===== config.mk =====
export PLATFORM = sky130hd
export DESIGN_NAME = wallace_mac_accumulator
export DESIGN_NICKNAME = d
export VERILOG_FILES = /design/src/rtl/wallace_mac_accumulator.sv
export SDC_FILE = /design/constraint.sdc
export NUM_CORES = 1
export LEC_CHECK = 0
export CAP_MARGIN = 20
export CORE_MARGIN = 5
export CORE_UTILIZATION = 57
export CTS_BUF_LIST = sky130_fd_sc_hd__clkbuf_16
export DETAILED_ROUTE_END_ITERATION = 8
export PLACE_DENSITY_LB_ADDON = 0.1
export SETUP_SLACK_MARGIN = 0.3
export SYNTH_ARGS = -nofsm -noshare
export SYNTH_HDL_FRONTEND = slang
export SYNTH_SLANG_ARGS = --single-unit

===== constraint.sdc =====
create_clock -name clk -period 9.9 [get_ports clk]
set_clock_uncertainty 0.2 [all_clocks]
set_input_delay 0.99 -clock clk [delete_from_list [all_inputs] [get_ports clk]]
set_output_delay 0.99 -clock clk [all_outputs]
set_load 0.01 [all_outputs]

===== src/rtl/wallace_mac_accumulator.sv =====
// Streaming signed dot-product stage: operand register -> 4x4 Wallace tree multiplier
// (signed A x unsigned B) -> product register -> saturating-count accumulator with sticky overflow.
module wallace_mac_accumulator #(
  parameter int ACC_W = 16,
  parameter int CNT_W = 8
) (
  input  logic             clk,
  input  logic             rst,
  input  logic             in_valid,
  output logic             in_ready,
  input  logic [3:0]       in_a,
  input  logic [3:0]       in_b,
  input  logic             in_last,
  output logic             out_valid,
  input  logic             out_ready,
  output logic [ACC_W-1:0] out_sum,
  output logic [CNT_W-1:0] out_count,
  output logic             out_ovf
);

  typedef enum logic [1:0] {RUN, FLUSH, HOLD} state_t;

  state_t state, state_next;

  logic             in_fire, out_fire;
  logic             need_first;
  logic             s1_valid, s1_last, s1_first;
  logic [3:0]       s1_a, s1_b;
  logic             s2_valid, s2_last, s2_first;
  logic [7:0]       s2_prod;
  logic [7:0]       prod;
  logic [ACC_W-1:0] acc, prod_ext, acc_sum;
  logic [CNT_W-1:0] count;
  logic             ovf, add_ovf;

  function automatic logic maj(input logic x, input logic y, input logic z);
    return (x & y) | (x & z) | (y & z);
  endfunction

  always_ff @(posedge clk) begin
    if (rst) state <= RUN;
    else     state <= state_next;
  end

  // Next-state uses in_valid directly so in_ready never feeds back into this block.
  always_comb begin
    state_next = state;
    in_ready   = 1'b0;
    out_valid  = 1'b0;
    case (state)
      RUN: begin
        in_ready = !rst;
        if (in_valid && in_last) state_next = FLUSH;
      end
      FLUSH: begin
        if (s2_valid && s2_last) state_next = HOLD;
      end
      HOLD: begin
        out_valid = 1'b1;
        if (out_ready) state_next = RUN;
      end
      default: state_next = RUN;
    endcase
  end

  assign in_fire  = in_valid && in_ready;
  assign out_fire = out_valid && out_ready;

  // Wallace tree on the stage-1 registers: rows of sign-extended A, two carry-save layers,
  // then a ripple adder. Everything is kept mod 256, which is exact since |A*B| <= 120.
  logic [7:0]      a_ext;
  logic [3:0][7:0] pp;
  logic [7:0]      l1_s, l1_c, l2_s, l2_c, rc;

  assign a_ext = {{4{s1_a[3]}}, s1_a};

  for (genvar j = 0; j < 4; j++) begin : g_pp
    assign pp[j] = s1_b[j] ? (a_ext << j) : 8'd0;
  end

  assign l1_c[0] = 1'b0;
  assign l2_c[0] = 1'b0;
  assign rc[0]   = 1'b0;

  for (genvar i = 0; i < 8; i++) begin : g_tree
    assign l1_s[i] = pp[0][i] ^ pp[1][i] ^ pp[2][i];
    assign l2_s[i] = l1_s[i] ^ l1_c[i] ^ pp[3][i];
    assign prod[i] = l2_s[i] ^ l2_c[i] ^ rc[i];
    if (i < 7) begin : g_carry
      assign l1_c[i+1] = maj(pp[0][i], pp[1][i], pp[2][i]);
      assign l2_c[i+1] = maj(l1_s[i], l1_c[i], pp[3][i]);
      assign rc[i+1]   = maj(l2_s[i], l2_c[i], rc[i]);
    end
  end

  always_comb begin
    prod_ext = ACC_W'($signed(s2_prod));
    acc_sum  = acc + prod_ext;
    add_ovf  = (acc[ACC_W-1] == prod_ext[ACC_W-1]) && (acc_sum[ACC_W-1] != acc[ACC_W-1]);
  end

  // Pipeline and accumulator; reset drops every in-flight beat and the partial sum.
  always_ff @(posedge clk) begin
    if (rst) begin
      need_first <= 1'b1;
      s1_valid   <= 1'b0;
      s1_last    <= 1'b0;
      s1_first   <= 1'b0;
      s1_a       <= '0;
      s1_b       <= '0;
      s2_valid   <= 1'b0;
      s2_last    <= 1'b0;
      s2_first   <= 1'b0;
      s2_prod    <= '0;
      acc        <= '0;
      count      <= '0;
      ovf        <= 1'b0;
    end else begin
      s1_valid <= in_fire;
      if (in_fire) begin
        s1_a       <= in_a;
        s1_b       <= in_b;
        s1_last    <= in_last;
        s1_first   <= need_first;
        need_first <= 1'b0;
      end
      if (out_fire) need_first <= 1'b1;

      s2_valid <= s1_valid;
      if (s1_valid) begin
        s2_prod  <= prod;
        s2_last  <= s1_last;
        s2_first <= s1_first;
      end

      if (s2_valid) begin
        if (s2_first) begin
          acc   <= prod_ext;
          count <= CNT_W'(1);
          ovf   <= 1'b0;
        end else begin
          acc <= acc_sum;
          if (count != {CNT_W{1'b1}}) count <= count + CNT_W'(1);
          ovf <= ovf | add_ovf;
        end
      end
    end
  end

  assign out_sum   = acc;
  assign out_count = count;
  assign out_ovf   = ovf;

endmodule

==> impl_summary.md, run 1 <==
Status
The run finished with clean final reports.

Timing
Derived from the worst setup path, the maximum achievable clock frequency is between 200 and 300 MHz. The count of endpoints failing hold in the final timing report was 0. Setup repair after global routing left no endpoint under its margin. The final max-slew violation count is 0. After layout, the worst path uses 37.2% of the clock period. Final hold analysis gives a worst-case slack of roughly 270 ps. Setup violations remaining at the end of the flow were counted as 0.

Summed over all failing endpoints, the final setup total negative slack is 0 ps. For the pin with the worst max-slew slack, the measured transition is around 1000 ps. Headroom to the max-slew limit came out at roughly a third. The final critical-path required period is roughly 3700 ps.

Route
The via count of the routed design is between 2000 and 3000. For this run, design rule violations remaining after detail routing come to 0. The post-detailed-routing wire length is ~6.5 mm. The ratio of routed vias to standard cells is ~5.6. Dividing the detail-routed wire length by the instance count gives between 10 and 15 um.

The post-route antenna net violation count is 0. The count of routing violations after the opening detailed-route iteration is 88. Before antenna repair, the detailed router went through 4 iterations.

Yosys
The post-synthesis instance area is about 3200 um2. For this run, the leading register cell type out of synthesis is dfxtp_1. Counting every instance in the synthesized netlist gives about 380. The net count after synthesis is 418. In the synthesized netlist the async set-or-reset flop fraction comes to 0%. Of the post-synthesis cell area, the dominant cell type holds a little under a third. The biggest area contributor in the post-synthesis netlist is dfxtp_1. For this run, the register share of the synthesized area comes to about a third. The number of warnings issued by yosys is 0. The number of distinct library cells after synthesis is 49. After synthesis, the cell types taking the most area are dfxtp_1 (32%), ha_1 (7.9%), fa_1 (6.3%). The synthesized flop and latch total is 50.

Counting flops with a built-in enable in the synthesized netlist gives 0. The most frequent cell after synthesis is dfxtp_1. In the synthesized netlist, the cells that appear most often are dfxtp_1 (50), nor2_1 (40), nand2_1 (35).

Each instance of the synthesized netlist takes up on average around 8.4 um2.

Critical path
The worst setup path is launched from a register. In this run the worst setup path begins at s1_a[3]$_SDFFE_PP0P_. At the worst endpoint, the arrival time is 3650 ps.

For the worst flop-to-flop path, the logic depth is 10. Along the worst path, the maximum fanout reaches 6. The startpoint identified for the worst register-to-register timing path is s1_a[3]$_SDFFE_PP0P_. The setup path with the least slack is of type register to register.

The data required time of the worst path is around 9900 ps. STA classifies the critical path endpoint as a register.

GRT
Entering global routing, the biggest net connects 45 pins. met2 is the most crowded layer. The met1 global-route usage is a little under a quarter. In the global route stage, met3 resource usage came out at under 10%. The met2 usage is a little over a third. The global-route total usage across every layer is between 10% and 20%. The via count of the first global-routing pass is around 2600.

The initial antenna violation count is 0. The overall overflow remaining after global route is 0. The wire length of the first global-routing pass is 11.5 mm.

Finish
The total of fill cells in the finished design is ~460. The sequential cell area is ~1000 um2. The post-route cell area is between 3000 and 4000 um2.

Cells fill 69.3% of the core in the end. From synthesis to final layout, the design area changed by 19.1%. The repair_antennas step left the layout with diodes totalling 0. The post-route netlist has a little under 6% of its cells at a drive strength greater than 1. The multi-input combinational cells in the finished layout cover a total of between 2000 and 2500 um2. The number of nets in the finished design is roughly 450.

Clock tree
The library cell used as clock root buffer is clkbuf_16. The H-tree level count is 2. The number of hold buffers added after CTS is 0. At the later pin of the worst-skew pair, clock insertion delay measures roughly 290 ps. TritonCTS built the clock tree. The number of clock buffers added by TritonCTS is 5.

The clock sink count is 50. Buffers added to address setup during post-CTS repair amount to 0. The deepest clock path buffer count is 2. The quantity of gates resized following cts is 0.

The clock transition time at the flip-flop clock pins of the worst setup and hold paths is approximately 70 ps.

Die
The floorplan die width is around 85 um. The number of rows created at floorplan is 27. The die area is a little over 7000 um2. The initial cell density of the core is between 50% and 60%. The core footprint is approximately 5400 um2. The vertical die dimension is 84.5 um. For this design the top-level I/O count stands at 40.

Worst hold path
Counting instances, the worst hold path has a depth of 2. The path type of the worst min-delay path is register to register. In this run the most critical hold path is launched from s1_last$_SDFFE_PP0P_.

Power and ir drop
The total power draw is approximately 0.00048 W. The total power density per cell area is 126 nW/um2. The worst vdd rail ir drop is about 0.082 mV.

The leakage power is around 1.6 nW.

Flow run
The number of maximum-capacitance violations is 0.

Placed design
The count of buffers from port buffering is 39. After legalization and detailed placement, the total HPWL measured between 4 and 5 mm. At the end of routability-driven placement, the weighted congestion stood at between 0.7 and 0.8. In this run the cell area measured after placement is 3600 um2.
==> routing by layer <==
| metal | up-vias | part of all wire, % |
|---|---|---|
| met1 | 1259 | 45 |
| met3 | 8 | 2.5 |
| li1 | 1367 | - |
| met5 | - | 0 |
| met2 | 32 | 51 |
| met4 | 0 | 1.2 |
==> critical path, stage by stage, from the launching register on <==
cell     delay, ps
dfxtp_1        400
and2_1         290
fa_1           460
fa_1           520
fa_1           440
fa_1           400
fa_1           390
xnor2_1        200
xnor2_1         80
mux2i_1        130
nor2_1          50
==> cells in the final DEF, fill, tap and decap left out, types with 3 or more instances in the layout <==
cell              n
a211oi_1          5
a21o_1            6
a21oi_1          19
a311oi_1          3
a31oi_1           6
and2_1           12
and3_1            4
clkbuf_16         5
clkdlybuf4s50_1  39
dfxtp_1          50
fa_1             10
ha_1             20
inv_1            15
mux2i_1          13
nand2_1          35
nand2b_1         14
nand3_1          13
nor2_1           40
nor2b_1           4
nor3_1            7
nor3b_1           3
nor4b_1           3
o21ai_0          21
o21ai_1           4
o21bai_1          7
xnor2_1          10
xor2_1            5
==> report_power, final <==
part	total, W	internal [W]	switching, W
clock network	0.000199	0.000121	0.0000779
logic	0.0000571	0.0000288	0.0000283
registers	0.000221	0.000210	0.0000116
total	0.000477	0.000359	0.000118
==> kinds of logic (layout without fill, tap and decap cells) <==
| group | Yosys count | count (layout) | share of synthesized area [%] |
|---|---|---|---|
| AOI/OAI and AO/OA | 89 | 89 | 19.1 |
| and+or+nand+nor | 143 | 143 | 22.2 |
| adders and majority gates | 30 | 30 | 14.2 |
| DFF | 50 | 50 | 31.6 |
| muxes | 15 | 15 | 4.82 |
| xor gates and xnor gates | 15 | 15 | 4.15 |
| buffers and inverters | 33 | 65 | 3.91 |
==> through the flow <==
| step | setup slack, ps | cells |
|---|---|---|
| 2_1_floorplan | 6290 | 375 |
| 3_3_place_gp | 6280 | 471 |
| 3_5_place_dp | 6190 | 471 |
| 5_1_grt | 5950 | 479 |
| 6_report | 6210 | 479 |
| 4_1_cts | 6180 | 479 |
==> flip-flops by register name, summed over array words and instances (netlist names) <==
signal	cells
s1_valid	1
out_count	8
s1_last	1
s2_prod	8
state	2
need_first	1
s2_last	1
out_ovf	1
s1_b	4
s1_a	4
out_sum	16
s2_first	1
s1_first	1
s2_valid	1
==> layout make-up <==
cell class / count / area share [%]
Inverter: 16 / 1.59
Clock inverter: 3 / 1.26
Sequential cell: 50 / 26.6
Tap cell: 72 / 2.39
Clock buffer: 5 / 3.32
Timing Repair Buffer: 41 / 10.8
Multi-Input combinational cell: 292 / 54.1
==> final timing paths <==
kind / end / slack [ps]
worst min register to register: s1_last$_SDFFE_PP0P_ / 270
worst max register to register: s2_prod[7]$_SDFFE_PP0P_ / 6210
worst max-delay path: s2_prod[7]$_SDFFE_PP0P_ / 6210
worst min-delay path: s1_last$_SDFFE_PP0P_ / 270
Note: power is estimated with default switching activity, not from simulation.
==> run 2, diff against run 1 <==
--- a/config.mk
+++ b/config.mk
@@ -7,7 +7,7 @@
 export LEC_CHECK = 0
 export CAP_MARGIN = 20
 export CORE_MARGIN = 5
-export CORE_UTILIZATION = 57
+export CORE_UTILIZATION = 56
 export CTS_BUF_LIST = sky130_fd_sc_hd__clkbuf_16
 export DETAILED_ROUTE_END_ITERATION = 8
 export PLACE_DENSITY_LB_ADDON = 0.1
==> constraint.sdc (replaced) <==
create_clock -name clk -period 3.63 [get_ports clk]
set_clock_uncertainty 0.2 [all_clocks]
set_input_delay 0.363 -clock clk [delete_from_list [all_inputs] [get_ports clk]]
set_output_delay 0.363 -clock clk [all_outputs]
set_load 0.01 [all_outputs]
==> impl_summary.md, run 2 (synthesis gave the netlist of run 1 again) <==
Status
Status: finished clean (unchanged).

Die
The initial cell density of the core was 57.5% (was 58.2%). The floorplan die width is 85.2 um (was 84.5 um). The vertical die dimension came to 85.2 um (was 84.5 um).

The core footprint is 5510 um2 (was 5440 um2). The number of rows created at floorplan is 27 (unchanged). The number of top-level pins is 40 (unchanged). The die area is 7260 um2 (was 7140 um2).

Clock tree
The latest clock arrival within the worst-skew pair is 290 ps (about the same). The clock transition time at the flip-flop clock pins of the worst setup and hold paths is 60 ps (was 70 ps). The H-tree level count came to 2 (unchanged). The clock sink count is 50 (unchanged). The deepest clock path buffer count is 2 (unchanged). The TritonCTS clock tree is done (unchanged). The library cell used as clock root buffer is clkbuf_16 (unchanged). The number of buffers added by the clock tree synthesis step is 5 (unchanged).

The number of hold buffers added after CTS is 0 (unchanged).

Power and ir drop
The total power density per cell area is 323 nW/um2 (was 126 nW/um2). The worst vdd rail ir drop is 0.270 mV (was 0.0824 mV). The combinational share of power is 13.1% (was 12.0%). The switching portion of total power is 25.9% (was 24.7%). The total power draw came to 0.00123 W (was 0.000477 W). The leakage power is 1.56 nW (was 1.55 nW). The part of the total power dissipated in the clock network is 37.8% (was 41.6%). The internal power is 0.000908 W (was 0.000359 W). The share of total power in sequential cells was 49.1% (was 46.4%).

The switching power of the nets came to 0.000317 W (was 0.000118 W).

Critical path
The startpoint class of the critical path was a register (unchanged). The data arrival time at the worst-slack endpoint is 3400 ps (was 3650 ps). The maximum fanout along the worst path is 6 (unchanged).

The largest stage delay on the critical path is 550 ps (was 520 ps). The data required time of the worst path was 3590 ps (was 9870 ps). The capturing point of the worst reg2reg path is s2_prod[7]$_SDFFE_PP0P_ (unchanged). The beginning of the worst register-to-register path is s1_a[3]$_SDFFE_PP0P_ (unchanged). The capturing element type of the critical path is a register (unchanged). The cell with the largest stage delay on the worst path is fa_1 (unchanged).

The number of cells traversed by the worst register-to-register path came to 10 (unchanged). The setup slack of the worst register-to-register path is 190 ps (was 6210 ps). Ordered cell list for the critical path: and2_4, fa_1, fa_1, fa_2, fa_2, fa_2, xnor2_2, xnor2_1, mux2i_1, nor2_1 (was and2_1, fa_1, fa_1, fa_1, fa_1, fa_1, xnor2_1, xnor2_1, mux2i_1, nor2_1). The cell occurring most often along the worst timing path is fa_2 (was fa_1). The family with the most delay on the worst path is adder cells (unchanged). The critical path buffer and inverter count is 0 (unchanged). The type of the worst setup path is register to register (unchanged).

Route
The final routed wire length divided by cell count came to 13.7 um (was 13.6 um). The count of routing violations after the opening detailed-route iteration is 121 (was 88). The first-pass iteration count of the detailed router came to 4 (unchanged).

The via count of the routed design is 2638 (was 2666). The ratio of routed vias to standard cells is 5.48 (was 5.57). The DRC violation count after routing is 0 (unchanged). The post-detailed-routing wire length came to 6.57 mm (was 6.52 mm). The post-route antenna net violation count was 0 (unchanged).

Flow run
The number of maximum-capacitance violations was 0 (unchanged).

GRT
The wire length of the first global-routing pass is 11.5 mm (about the same). The global-route total usage across every layer was 18.9% (was 19.1%). The initial antenna violation count was 0 (unchanged). The overall overflow remaining after global route is 0 (unchanged).

The pin count of the biggest net entering global routing is 44 (was 45). The via count of the first global-routing pass came to 2554 (was 2619).

Worst hold path
The path type of the worst min-delay path is register to register (unchanged). The terminating pin of the worst hold path is s1_first$_SDFFE_PP0P_ (was s1_last$_SDFFE_PP0P_). The instance count along the most critical hold path is 2 (unchanged). The hold path startpoint is need_first$_SDFFE_PP1P_ (was s1_last$_SDFFE_PP0P_).

Timing
The count of endpoints failing setup in the final report came to 0 (unchanged). The count of endpoints failing hold in the final timing report is 0 (unchanged). The worst hold slack is 262 ps (was 268 ps). The final max-slew violation count is 0 (unchanged).

The slew at the pin with the worst max-slew slack is 623 ps (was 1020 ps). The final critical-path required period was 3440 ps (was 3690 ps). The worst max-slew margin expressed relative to the limit is 58.4% (was 31.7%). The maximum achievable frequency came to 291 MHz (was 271 MHz). The period utilization is 94.8% (was 37.2%).

The setup TNS came to 0 ps (unchanged). Setup repair after global routing missed its margin: true (was false).

Placed design
The final weighted congestion in routability-driven placement is 0.860 (was 0.791). The post-DP HPWL came to 4.81 mm (was 4.76 mm). The count of buffers from port buffering is 39 (unchanged).

Finish
The total of fill cells in the finished design was 465 (was 463). The area added between synthesis and finish is 19.9% (was 19.1%). The antenna diode count is 0 (unchanged). The most frequent standard cell in the layout excluding fill and tap cells is dfxtp_1 (unchanged).

Commonest cells after routing, fill and taps aside: dfxtp_1 (44), nor2_1 (40), clkdlybuf4s50_1 (39), nand2_1 (33), o21ai_0 (21) (was dfxtp_1 (50), nor2_1 (40), clkdlybuf4s50_1 (39), nand2_1 (35), o21ai_0 (21)). The number of nets in the finished design is 451 (was 449). The share of final-layout standard cells stronger than drive strength 1 is 9.29% (was 5.90%). The flip-flop count of the largest register, all copies and words added is 16 (unchanged).
run 2: timing repair:
item                                   in CTS  in global routing
pin swaps                                   0                  4
setup buffers                               1                  0
endpoints found under the hold margin       0                  0
resized for setup                           9                  4
gates cloned                                0                  0
setup endpoints to repair                   2                  2
run 2: worst max path at each step:
stage | start | endpoint | cells after the start
final | s1_a[3]$_SDFFE_PP0P_ | s2_prod[7]$_SDFFE_PP0P_ | 10
after global routing | s1_a[3]$_SDFFE_PP0P_ | s2_prod[7]$_SDFFE_PP0P_ | 10
after CTS | s1_a[1]$_SDFFE_PP0P_ | s2_prod[7]$_SDFFE_PP0P_ | 13
after detailed placement | s1_a[1]$_SDFFE_PP0P_ | s2_prod[7]$_SDFFE_PP0P_ | 13
after global placement | s1_b[0]$_SDFFE_PP0P_ | s2_prod[7]$_SDFFE_PP0P_ | 12
after floorplan | s1_a[3]$_SDFFE_PP0P_ | s2_prod[7]$_SDFFE_PP0P_ | 11
run 2: worst reg2reg max path: stages, from the launching register on:
cell,delay [ps]
dfxtp_2,340
and2_4,180
fa_1,550
fa_1,450
fa_2,420
fa_2,350
fa_2,380
xnor2_2,150
xnor2_1,120
mux2i_1,130
nor2_1,50
run 2: power groups by stage:
stage          clock (W)  combinational (W)  sequential, W
4_1_cts         0.000473           0.000162       0.000601
2_1_floorplan          0           0.000107       0.000606
6_report        0.000463           0.000161       0.000602
3_5_place_dp           0           0.000159       0.000614
3_3_place_gp           0           0.000156       0.000612
5_1_grt         0.000497           0.000180       0.000606
run 2: cell type report:
cell class                      instances  area (um2)  area share (%)
Sequential cell                        50        1020            26.8
Clock buffer                            5         125            3.30
Multi-Input combinational cell        292        2060            54.4
Tap cell                               72        90.1            2.37
Inverter                               16        60.1            1.58
Timing Repair Buffer                   43         420            11.1
Clock inverter                          3        20.0           0.528
run 2: per-layer routing:
| metal | routed length [um] | global-route usage, % |
|---|---|---|
| met1 | 3080 | 24.2 |
| met2 | 3200 | 32.9 |
| met3 | 209 | 3.50 |
| met4 | 78 | 4.75 |
| met5 | 0 | 0 |
run 2: per-stage QoR:
step | instance area (um2) | instances | worst slack, ps | utilization (%)
6_report | 3790 | 481 | 189 | 68.9
5_1_grt | 3790 | 481 | 36.9 | 68.9
4_1_cts | 3790 | 481 | 207 | 68.8
3_5_place_dp | 3610 | 472 | 131 | 65.6
3_3_place_gp | 3610 | 472 | 227 | 65.6
2_1_floorplan | 3180 | 375 | 281 | -
==> run 3, diff against run 2 <==
--- a/config.mk
+++ b/config.mk
@@ -5,6 +5,7 @@
 export SDC_FILE = /design/constraint.sdc
 export NUM_CORES = 1
 export LEC_CHECK = 0
+export ABC_CLOCK_PERIOD_IN_PS = 3630
 export CAP_MARGIN = 20
 export CORE_MARGIN = 5
 export CORE_UTILIZATION = 56
@@ -12,6 +13,7 @@
 export DETAILED_ROUTE_END_ITERATION = 8
 export PLACE_DENSITY_LB_ADDON = 0.1
 export SETUP_SLACK_MARGIN = 0.3
+export SKIP_LAST_GASP = 1
 export SYNTH_ARGS = -nofsm -noshare
 export SYNTH_HDL_FRONTEND = slang
 export SYNTH_SLANG_ARGS = --single-unit
==> results of run 3 <==
The final DEF is identical to that of run 2; final timing and power are the same.
